**src/rtl/easyaxi_rd_mst_ost.sv**
```systemverilog
// Command-driven AXI read master with OST_DEPTH outstanding slots and in-order replay of R data.
// Optional command legality check: define EASYAXI_RD_CMD_CHK_EN.

`ifndef AXI_ADDR_W
`define AXI_ADDR_W 32
`endif
`ifndef AXI_LEN_W
`define AXI_LEN_W 8
`endif
`ifndef AXI_SIZE_W
`define AXI_SIZE_W 3
`endif
`ifndef AXI_BURST_W
`define AXI_BURST_W 2
`endif
`ifndef AXI_ID_W
`define AXI_ID_W 4
`endif
`ifndef AXI_DATA_W
`define AXI_DATA_W 32
`endif
`ifndef AXI_RESP_W
`define AXI_RESP_W 2
`endif

package easyaxi_rd_mst_ost_pkg;
    localparam int unsigned ADDR_W  = `AXI_ADDR_W;
    localparam int unsigned LEN_W   = `AXI_LEN_W;
    localparam int unsigned SIZE_W  = `AXI_SIZE_W;
    localparam int unsigned BURST_W = `AXI_BURST_W;
    localparam int unsigned ID_W    = `AXI_ID_W;
    localparam int unsigned DATA_W  = `AXI_DATA_W;
    localparam int unsigned RESP_W  = `AXI_RESP_W;

    // Descriptor held per slot; drives the AR payload directly.
    typedef struct packed {
        logic [ADDR_W-1:0]  addr;
        logic [LEN_W-1:0]   len;
        logic [SIZE_W-1:0]  size;
        logic [BURST_W-1:0] burst;
    } cmd_t;

    // One buffered R beat.
    typedef struct packed {
        logic [DATA_W-1:0] data;
        logic [RESP_W-1:0] resp;
    } beat_t;
endpackage

module easyaxi_rd_mst_ost
    import easyaxi_rd_mst_ost_pkg::*;
#(
    parameter int unsigned OST_DEPTH     = 8,
    parameter int unsigned MAX_BURST_LEN = 8
) (
    input  logic               clk,
    input  logic               rst_n,

    input  logic               cmd_valid,
    output logic               cmd_ready,
    input  logic [ADDR_W-1:0]  cmd_addr,
    input  logic [LEN_W-1:0]   cmd_len,
    input  logic [SIZE_W-1:0]  cmd_size,
    input  logic [BURST_W-1:0] cmd_burst,

    output logic               axi_mst_arvalid,
    input  logic               axi_mst_arready,
    output logic [ID_W-1:0]    axi_mst_arid,
    output logic [ADDR_W-1:0]  axi_mst_araddr,
    output logic [LEN_W-1:0]   axi_mst_arlen,
    output logic [SIZE_W-1:0]  axi_mst_arsize,
    output logic [BURST_W-1:0] axi_mst_arburst,

    input  logic               axi_mst_rvalid,
    output logic               axi_mst_rready,
    input  logic [ID_W-1:0]    axi_mst_rid,
    input  logic [DATA_W-1:0]  axi_mst_rdata,
    input  logic [RESP_W-1:0]  axi_mst_rresp,
    input  logic               axi_mst_rlast,

    output logic               out_valid,
    input  logic               out_ready,
    output logic [DATA_W-1:0]  out_data,
    output logic [RESP_W-1:0]  out_resp,
    output logic               out_last,

    output logic               busy,
    output logic               error
);

    localparam int unsigned OST_CNT_W = $clog2(OST_DEPTH);
    localparam int unsigned IDX_W     = (MAX_BURST_LEN > 1) ? $clog2(MAX_BURST_LEN) : 1;
    localparam int unsigned CNT_W     = $clog2(MAX_BURST_LEN) + 1;
    localparam logic [LEN_W-1:0]  LEN_MAX    = LEN_W'(MAX_BURST_LEN - 1);
    localparam logic [CNT_W-1:0]  CNT_FULL   = CNT_W'(MAX_BURST_LEN);
    localparam logic [RESP_W-1:0] RESP_SLVERR = RESP_W'(2);

    logic [OST_DEPTH-1:0] valid_q, valid_d;
    logic [OST_DEPTH-1:0] ar_pend_q, ar_pend_d;
    logic [OST_DEPTH-1:0] data_done_q, data_done_d;
    logic [OST_DEPTH-1:0] illegal_q, illegal_d;
    cmd_t                 cmd_q    [OST_DEPTH];
    cmd_t                 cmd_d    [OST_DEPTH];
    logic [CNT_W-1:0]     wr_cnt_q [OST_DEPTH];
    logic [CNT_W-1:0]     wr_cnt_d [OST_DEPTH];
    logic [CNT_W-1:0]     rd_cnt_q [OST_DEPTH];
    logic [CNT_W-1:0]     rd_cnt_d [OST_DEPTH];
    logic [OST_CNT_W-1:0] alloc_ptr_q, alloc_ptr_d;
    logic [OST_CNT_W-1:0] ar_ptr_q, ar_ptr_d;
    logic [OST_CNT_W-1:0] ret_ptr_q, ret_ptr_d;
    logic                 error_q, error_d;
    beat_t                buf_q [OST_DEPTH][MAX_BURST_LEN];

    logic                 cmd_fire;
    logic                 cmd_illegal_c;
    logic                 len_trunc;
    logic                 ar_fire;
    logic                 ar_skip;
    cmd_t                 ar_cmd;
    logic [OST_CNT_W-1:0] r_slot;
    logic                 r_in_range;
    logic                 r_ok;
    logic                 r_room;
    logic                 buf_we;
    logic [IDX_W-1:0]     buf_widx;
    logic [CNT_W-1:0]     ret_rd;
    logic [CNT_W-1:0]     ret_wr;
    logic [CNT_W-1:0]     ret_len;
    beat_t                ret_beat;
    logic                 out_fire;

`ifdef EASYAXI_RD_CMD_CHK_EN
    localparam logic [BURST_W-1:0] BURST_INCR = BURST_W'(1);
    localparam logic [BURST_W-1:0] BURST_WRAP = BURST_W'(2);

    logic [ADDR_W-1:0] size_mask;
    logic [16:0]       incr_end;
    logic              wrap_len_ok;

    // Reject malformed WRAP bursts and INCR bursts that cross a 4KB page.
    always_comb begin
        size_mask     = ~({ADDR_W{1'b1}} << cmd_size);
        incr_end      = 17'(cmd_addr[11:0]) + ((17'(cmd_len) + 17'd1) << cmd_size);
        wrap_len_ok   = (cmd_len == LEN_W'(1)) || (cmd_len == LEN_W'(3)) ||
                        (cmd_len == LEN_W'(7)) || (cmd_len == LEN_W'(15));
        cmd_illegal_c = 1'b0;
        if (cmd_burst == BURST_WRAP) begin
            cmd_illegal_c = !wrap_len_ok || ((cmd_addr & size_mask) != '0);
        end else if (cmd_burst == BURST_INCR) begin
            cmd_illegal_c = incr_end > 17'd4096;
        end
    end
`else
    assign cmd_illegal_c = 1'b0;
`endif

    assign cmd_ready      = ~valid_q[alloc_ptr_q];
    assign cmd_fire       = cmd_valid & cmd_ready;
    assign len_trunc      = cmd_len > LEN_MAX;

    assign ar_cmd          = cmd_q[ar_ptr_q];
    assign axi_mst_arvalid = ar_pend_q[ar_ptr_q] & ~illegal_q[ar_ptr_q];
    assign ar_skip         = ar_pend_q[ar_ptr_q] & illegal_q[ar_ptr_q];
    assign ar_fire         = axi_mst_arvalid & axi_mst_arready;
    assign axi_mst_arid    = ID_W'(ar_ptr_q);
    assign axi_mst_araddr  = ar_cmd.addr;
    assign axi_mst_arlen   = ar_cmd.len;
    assign axi_mst_arsize  = ar_cmd.size;
    assign axi_mst_arburst = ar_cmd.burst;

    // Space for a whole burst is reserved at allocation, so R is never back-pressured.
    assign axi_mst_rready = 1'b1;
    assign r_slot         = axi_mst_rid[OST_CNT_W-1:0];
    assign r_in_range     = 32'(axi_mst_rid) < OST_DEPTH;
    assign r_ok           = r_in_range & valid_q[r_slot] & ~ar_pend_q[r_slot] & ~data_done_q[r_slot];
    assign r_room         = wr_cnt_q[r_slot] < CNT_FULL;
    assign buf_we         = axi_mst_rvalid & r_ok & r_room;
    assign buf_widx       = IDX_W'(wr_cnt_q[r_slot]);

    assign ret_rd    = rd_cnt_q[ret_ptr_q];
    assign ret_wr    = wr_cnt_q[ret_ptr_q];
    assign ret_len   = CNT_W'(cmd_q[ret_ptr_q].len);
    assign ret_beat  = buf_q[ret_ptr_q][IDX_W'(ret_rd)];
    assign out_valid = valid_q[ret_ptr_q] &
                       ((ret_rd < ret_wr) | (data_done_q[ret_ptr_q] & (ret_rd <= ret_len)));
    assign out_last  = ret_rd == ret_len;
    assign out_data  = illegal_q[ret_ptr_q] ? '0 : ret_beat.data;
    assign out_resp  = illegal_q[ret_ptr_q] ? RESP_SLVERR : ret_beat.resp;
    assign out_fire  = out_valid & out_ready;

    assign busy  = |valid_q;
    assign error = error_q;

    // Slot bookkeeping: allocate, issue, collect, retire.
    always_comb begin
        valid_d     = valid_q;
        ar_pend_d   = ar_pend_q;
        data_done_d = data_done_q;
        illegal_d   = illegal_q;
        cmd_d       = cmd_q;
        wr_cnt_d    = wr_cnt_q;
        rd_cnt_d    = rd_cnt_q;
        alloc_ptr_d = alloc_ptr_q;
        ar_ptr_d    = ar_ptr_q;
        ret_ptr_d   = ret_ptr_q;
        error_d     = error_q;

        if (cmd_fire) begin
            cmd_d[alloc_ptr_q].addr  = cmd_addr;
            cmd_d[alloc_ptr_q].len   = len_trunc ? LEN_MAX : cmd_len;
            cmd_d[alloc_ptr_q].size  = cmd_size;
            cmd_d[alloc_ptr_q].burst = cmd_burst;
            valid_d[alloc_ptr_q]     = 1'b1;
            ar_pend_d[alloc_ptr_q]   = 1'b1;
            data_done_d[alloc_ptr_q] = cmd_illegal_c;
            illegal_d[alloc_ptr_q]   = cmd_illegal_c;
            wr_cnt_d[alloc_ptr_q]    = '0;
            rd_cnt_d[alloc_ptr_q]    = '0;
            alloc_ptr_d              = alloc_ptr_q + OST_CNT_W'(1);
            if (len_trunc || cmd_illegal_c) begin
                error_d = 1'b1;
            end
        end

        // Illegal slots leave the AR queue without a handshake.
        if (ar_fire || ar_skip) begin
            ar_pend_d[ar_ptr_q] = 1'b0;
            ar_ptr_d            = ar_ptr_q + OST_CNT_W'(1);
        end

        if (axi_mst_rvalid) begin
            if (!r_ok) begin
                error_d = 1'b1;
            end else begin
                if (r_room) begin
                    wr_cnt_d[r_slot] = wr_cnt_q[r_slot] + CNT_W'(1);
                end else begin
                    error_d = 1'b1;
                end
                if (axi_mst_rlast != (wr_cnt_q[r_slot] == CNT_W'(cmd_q[r_slot].len))) begin
                    error_d = 1'b1;
                end
                if (axi_mst_rlast) begin
                    data_done_d[r_slot] = 1'b1;
                end
            end
            if (axi_mst_rresp[1]) begin
                error_d = 1'b1;
            end
        end

        if (out_fire) begin
            rd_cnt_d[ret_ptr_q] = ret_rd + CNT_W'(1);
            if (out_last) begin
                valid_d[ret_ptr_q] = 1'b0;
                ret_ptr_d          = ret_ptr_q + OST_CNT_W'(1);
            end
        end
    end

    always_ff @(posedge clk or negedge rst_n) begin
        if (!rst_n) begin
            valid_q     <= '0;
            ar_pend_q   <= '0;
            data_done_q <= '0;
            illegal_q   <= '0;
            alloc_ptr_q <= '0;
            ar_ptr_q    <= '0;
            ret_ptr_q   <= '0;
            error_q     <= 1'b0;
            for (int i = 0; i < OST_DEPTH; i++) begin
                cmd_q[i]    <= '0;
                wr_cnt_q[i] <= '0;
                rd_cnt_q[i] <= '0;
            end
        end else begin
            valid_q     <= valid_d;
            ar_pend_q   <= ar_pend_d;
            data_done_q <= data_done_d;
            illegal_q   <= illegal_d;
            alloc_ptr_q <= alloc_ptr_d;
            ar_ptr_q    <= ar_ptr_d;
            ret_ptr_q   <= ret_ptr_d;
            error_q     <= error_d;
            cmd_q       <= cmd_d;
            wr_cnt_q    <= wr_cnt_d;
            rd_cnt_q    <= rd_cnt_d;
        end
    end

    // Per-slot beat storage.
    always_ff @(posedge clk or negedge rst_n) begin
        if (!rst_n) begin
            for (int i = 0; i < OST_DEPTH; i++) begin
                for (int j = 0; j < MAX_BURST_LEN; j++) begin
                    buf_q[i][j] <= '0;
                end
            end
        end else if (buf_we) begin
            buf_q[r_slot][buf_widx] <= {axi_mst_rdata, axi_mst_rresp};
        end
    end

endmodule

```
**config.mk**
```make
export PLATFORM = sky130hd
export DESIGN_NAME = easyaxi_rd_mst_ost
export DESIGN_NICKNAME = d
export VERILOG_FILES = /design/src/rtl/easyaxi_rd_mst_ost.sv
export SDC_FILE = /design/constraint.sdc
export NUM_CORES = 2
export LEC_CHECK = 0
export CELL_PAD_IN_SITES_DETAIL_PLACEMENT = 1
export CELL_PAD_IN_SITES_GLOBAL_PLACEMENT = 2
export CORE_UTILIZATION = 49
export CTS_CLUSTER_DIAMETER = 150
export CTS_CLUSTER_SIZE = 40
export DETAILED_ROUTE_END_ITERATION = 7
export GPL_ROUTABILITY_DRIVEN = 0
export PLACE_DENSITY_LB_ADDON = 0.2
export SLEW_MARGIN = 20
export SYNTH_ARGS = -nofsm -noshare
export SYNTH_HDL_FRONTEND = slang
export SYNTH_SLANG_ARGS = --single-unit
```
**constraint.sdc**
```tcl
create_clock -name clk -period 11.2 [get_ports clk]
set_input_delay 2.24 -clock clk [delete_from_list [all_inputs] [get_ports clk]]
set_output_delay 2.24 -clock clk [all_outputs]
set_load 0.05 [all_outputs]
```
==> flow_metrics.tcl <==
set metrics [dict create \
    outcome "finished clean" \
    synthSimpleGateAreaFrac_pct 6.33 \
    dieArea_mm2 0.253 \
    io_pins 180 \
    nNetsFinal 9093 \
    fin_skew_ns 0.0617 \
    fin_ws_ns 2.27 \
    die_height_um 503 \
    post_cts_buffers 0 \
    cts_max_path_buffers 3 \
    netlist.area_leader.share_pct 53.8 \
    grt_max_degree 187 \
    p_leak_nw 62.3 \
    grt_overflow 0 \
    wl_um 443000 \
    synth.net_count 9571 \
    synth.distinct_cells 87 \
    num_vias 82100 \
    critPathRequiredTime_ns 8.96 \
    numCtsBuffers 76 \
    worstSetupPathType "reg2out" \
    multi_input_area_mm2 0.0527 \
    synth_largest_area_cell "dfrtp_1" \
    synth-compound-area-share_pct 6.71 \
    rrSetupSlack_ns 5.70 \
    worstReg2RegStart "ret_ptr_q[2]" \
    place_ws_ns 3.29 \
    viasPerCell 6.65 \
    synthMuxAreaShare_pct 29.2 \
    worstHoldStart "cmd_q[272]" \
    synth_area_per_cell_um2 13.0 \
    power.density_mw_per_mm2 189 \
    clk_pin_slew_worst_paths_ns 0.16 \
    cts_hold_buf 0 \
    worst_ep_arrival_time_ns 6.69 \
    start_kind "flop" \
    grt_pass1_wl_um 647000 \
    synth_flop_cell "dfrtp_1" \
    synthesis.area_mm2 0.123 \
    clock-sinks 2642 \
    clockRootBuffer "clkbuf_16" \
    seq_area_mm2 0.0661 \
    end_kind "primary output" \
    hold_viol 0 \
    regToRegEndpoint "valid_q[2]" \
    drtAntennaViolNets 0 \
    fin_crit_sh_pct 79.7 \
    fmax_mhz 112 \
    peakVddDrop_mv 0.184 \
    cp_max_fo 36 \
    cts_tree "done" \
    h-tree-depth 3 \
    synth_top_family_by_area "multiplexers" \
    synthXorXnorAreaFrac_pct 0.0927 \
    yosysWarnings 0 \
    cts.repair.resized 0 \
    drc 0 \
    grt_usage_pct 35.4 \
    crit_top_cell "buf_4" \
    rsz0062_at_grt "no" \
    layout-drive-gt1-share_pct 34.4 \
    synth_area_leaders "dfrtp_1 54%, mux2_2 20%, mux4_2 5.1%, nand2_1 4.1%, mux2i_1 2.1%" \
    place.detailed.hpwl_um 250000 \
    setup_viol 0 \
    seq_area_frac_synth_pct 53.8 \
    synth_fa_ha_area_share_pct 0.122 \
    wire_per_inst_um 35.9 \
    core_mm2 0.249 \
    area_growth_pct 4.92 \
    grt_antenna_before_repair 15 \
    drv_cap 0 \
    netlist_instances 9469 \
    rows 183 \
    synth_edf_count 0 \
    critical_path.max_stage_delay_ns 0.94 \
    ys_ff_latch 2642 \
    finalMaxSlewViolations 0 \
    worst_pin_slew_ns 1.29 \
    finalCriticalPeriod_ns 8.93 \
    crit_path_cell_trace "buf_4, nor2b_4, a221o_1, a221oi_4, buf_4, nand2_1, a211o_1, a41oi_1, clkdlybuf4s50_1" \
    initial_utilization_pct 49.3 \
    drtIter0Drc 7983 \
    die_x_um 503 \
    cp_slowest_cell "clkdlybuf4s50_1" \
    max_slew_margin_pct 14.0 \
    holdPathEnd "cmd_q[272]" \
    min_path_cells 2 \
    fillers 24500 \
    hold_path_class "reg2reg" \
    r2r_cells 13 \
    clk_latency_ns 0.84 \
    port_buffers 177 \
    fin_tns_setup_ns 0 \
    dr.pass1.iters 6 \
    yosysMostFrequentCell "dfrtp_1" \
    ys_top_cells_by_count "2642 x dfrtp_1, 2213 x mux2_2, 1333 x nand2_1, 515 x clkbuf_1, 290 x a221oi_1" \
    grt_pass1_vias 87000 \
    synthArstFlopShare_pct 100 \
]
## placed cells by master, fill, tap and decap left out, types with 12 or more instances in the layout
cell type,instances
a211o_1,12
a211oi_1,29
a21oi_1,127
a221o_1,48
a221oi_1,289
a22o_1,35
a22oi_1,96
a311oi_1,18
a31oi_1,25
a41oi_1,13
and2_1,51
buf_12,25
buf_2,16
buf_4,221
clkbuf_16,80
clkdlybuf4s50_1,141
dfrtp_1,2636
ha_1,12
mux2_1,42
mux2_2,2213
mux2_4,110
mux2i_1,254
mux4_2,277
nand2_1,1331
nand2_4,13
nand3_1,80
nand3_4,24
nor2_1,179
nor2_4,15
nor3_1,24
o2111ai_1,13
o211ai_1,28
o21ai_0,152
o221ai_1,59
o22ai_1,56
o311ai_0,19
o32a_1,13
## power by group
group          internal [mW]  total, mW  switching (mW)
registers               10.5       11.2           0.712
clock network           1.32       4.30            2.97
logic                   2.79       8.85            6.07
total                   14.6       24.3            9.75
## flip-flops by register name (all words and copies together) (netlist names)
register	count
ar_ptr_q	3
error	1
rd_cnt_q	32
ar_pend_q	8
illegal_q	8
valid_q	8
data_done_q	8
cmd_q	360
buf_q	2176
ret_ptr_q	3
alloc_ptr_q	3
wr_cnt_q	32
## worst max path at each step
| stage | from | to | slack [ns] |
|---|---|---|---|
| floorplan | ret_ptr_q[2] | out_data[19] | 4.36 |
| global placement | ret_ptr_q[2] | out_resp[0] | 2.99 |
| detailed placement | ret_ptr_q[2] | out_data[1] | 3.29 |
| CTS | ret_ptr_q[2] | out_data[1] | 2.32 |
| global route | ret_ptr_q[2] | out_data[1] | 2.17 |
| finish | ret_ptr_q[2] | out_data[1] | 2.27 |
## cell type report
cell class / count / share of cell area (%)
flip-flops and latches: 2642 / 51.3
multi-input cells: 5849 / 40.9
repair buffers: 406 / 2.87
clock buffers: 83 / 1.56
well taps: 3330 / 3.23
diodes: 9 / 0.0175
inverters: 16 / 0.0621
clock inverters: 6 / 0.0680
## critical path: cells and delay by family, from the launching register on
family	cells	cell delay (ns)
buffers and inverters	3	2.15
AOI/OAI and AO/OA	4	1.78
DFF	1	0.93
and+or+nand+nor	2	0.88
## metrics by stage
| stage | std cells | instance area, um^2 | total power, mW | hold WS (ns) | util [%] |
|---|---|---|---|---|---|
| 3_5_place_dp | 12200 | 127000 | 20.1 | 0.461 | 50.9 |
| 3_3_place_gp | 12200 | 127000 | 19.9 | 0.453 | 50.9 |
| 2_1_floorplan | 9469 | 123000 | 16.3 | 0.440 | - |
| 5_1_grt | 12300 | 129000 | 25.2 | 0.515 | 51.8 |
| 6_report | 12300 | 129000 | 24.3 | 0.490 | 51.8 |
| 4_1_cts | 12300 | 129000 | 24.3 | 0.495 | 51.7 |
## metal layers
metal | wire (um) | part of all wire [%] | vias to the layer above | GRT usage, %
met5 | 54 | 0.012 | - | 0
met1 | 184000 | 42 | 45000 | 48.7
met2 | 205000 | 46 | 3261 | 55.4
met4 | 21800 | 4.9 | 8 | 15.1
li1 | - | - | 33000 | -
met3 | 32600 | 7.4 | 840 | 6.21
## cells by family (layout without fill, tap and decap cells)
group | count (synthesis) | in the layout
xor gates and xnor gates | 13 | 13
other | 2 | 11
DFF | 2642 | 2642
adders and majority gates | 12 | 12
AOI/OAI and AO/OA | 1093 | 1093
muxes | 2897 | 2897
and+or+nand+nor | 1832 | 1832
buffers and inverters | 978 | 511
Note: power is estimated with default switching activity, not from simulation.
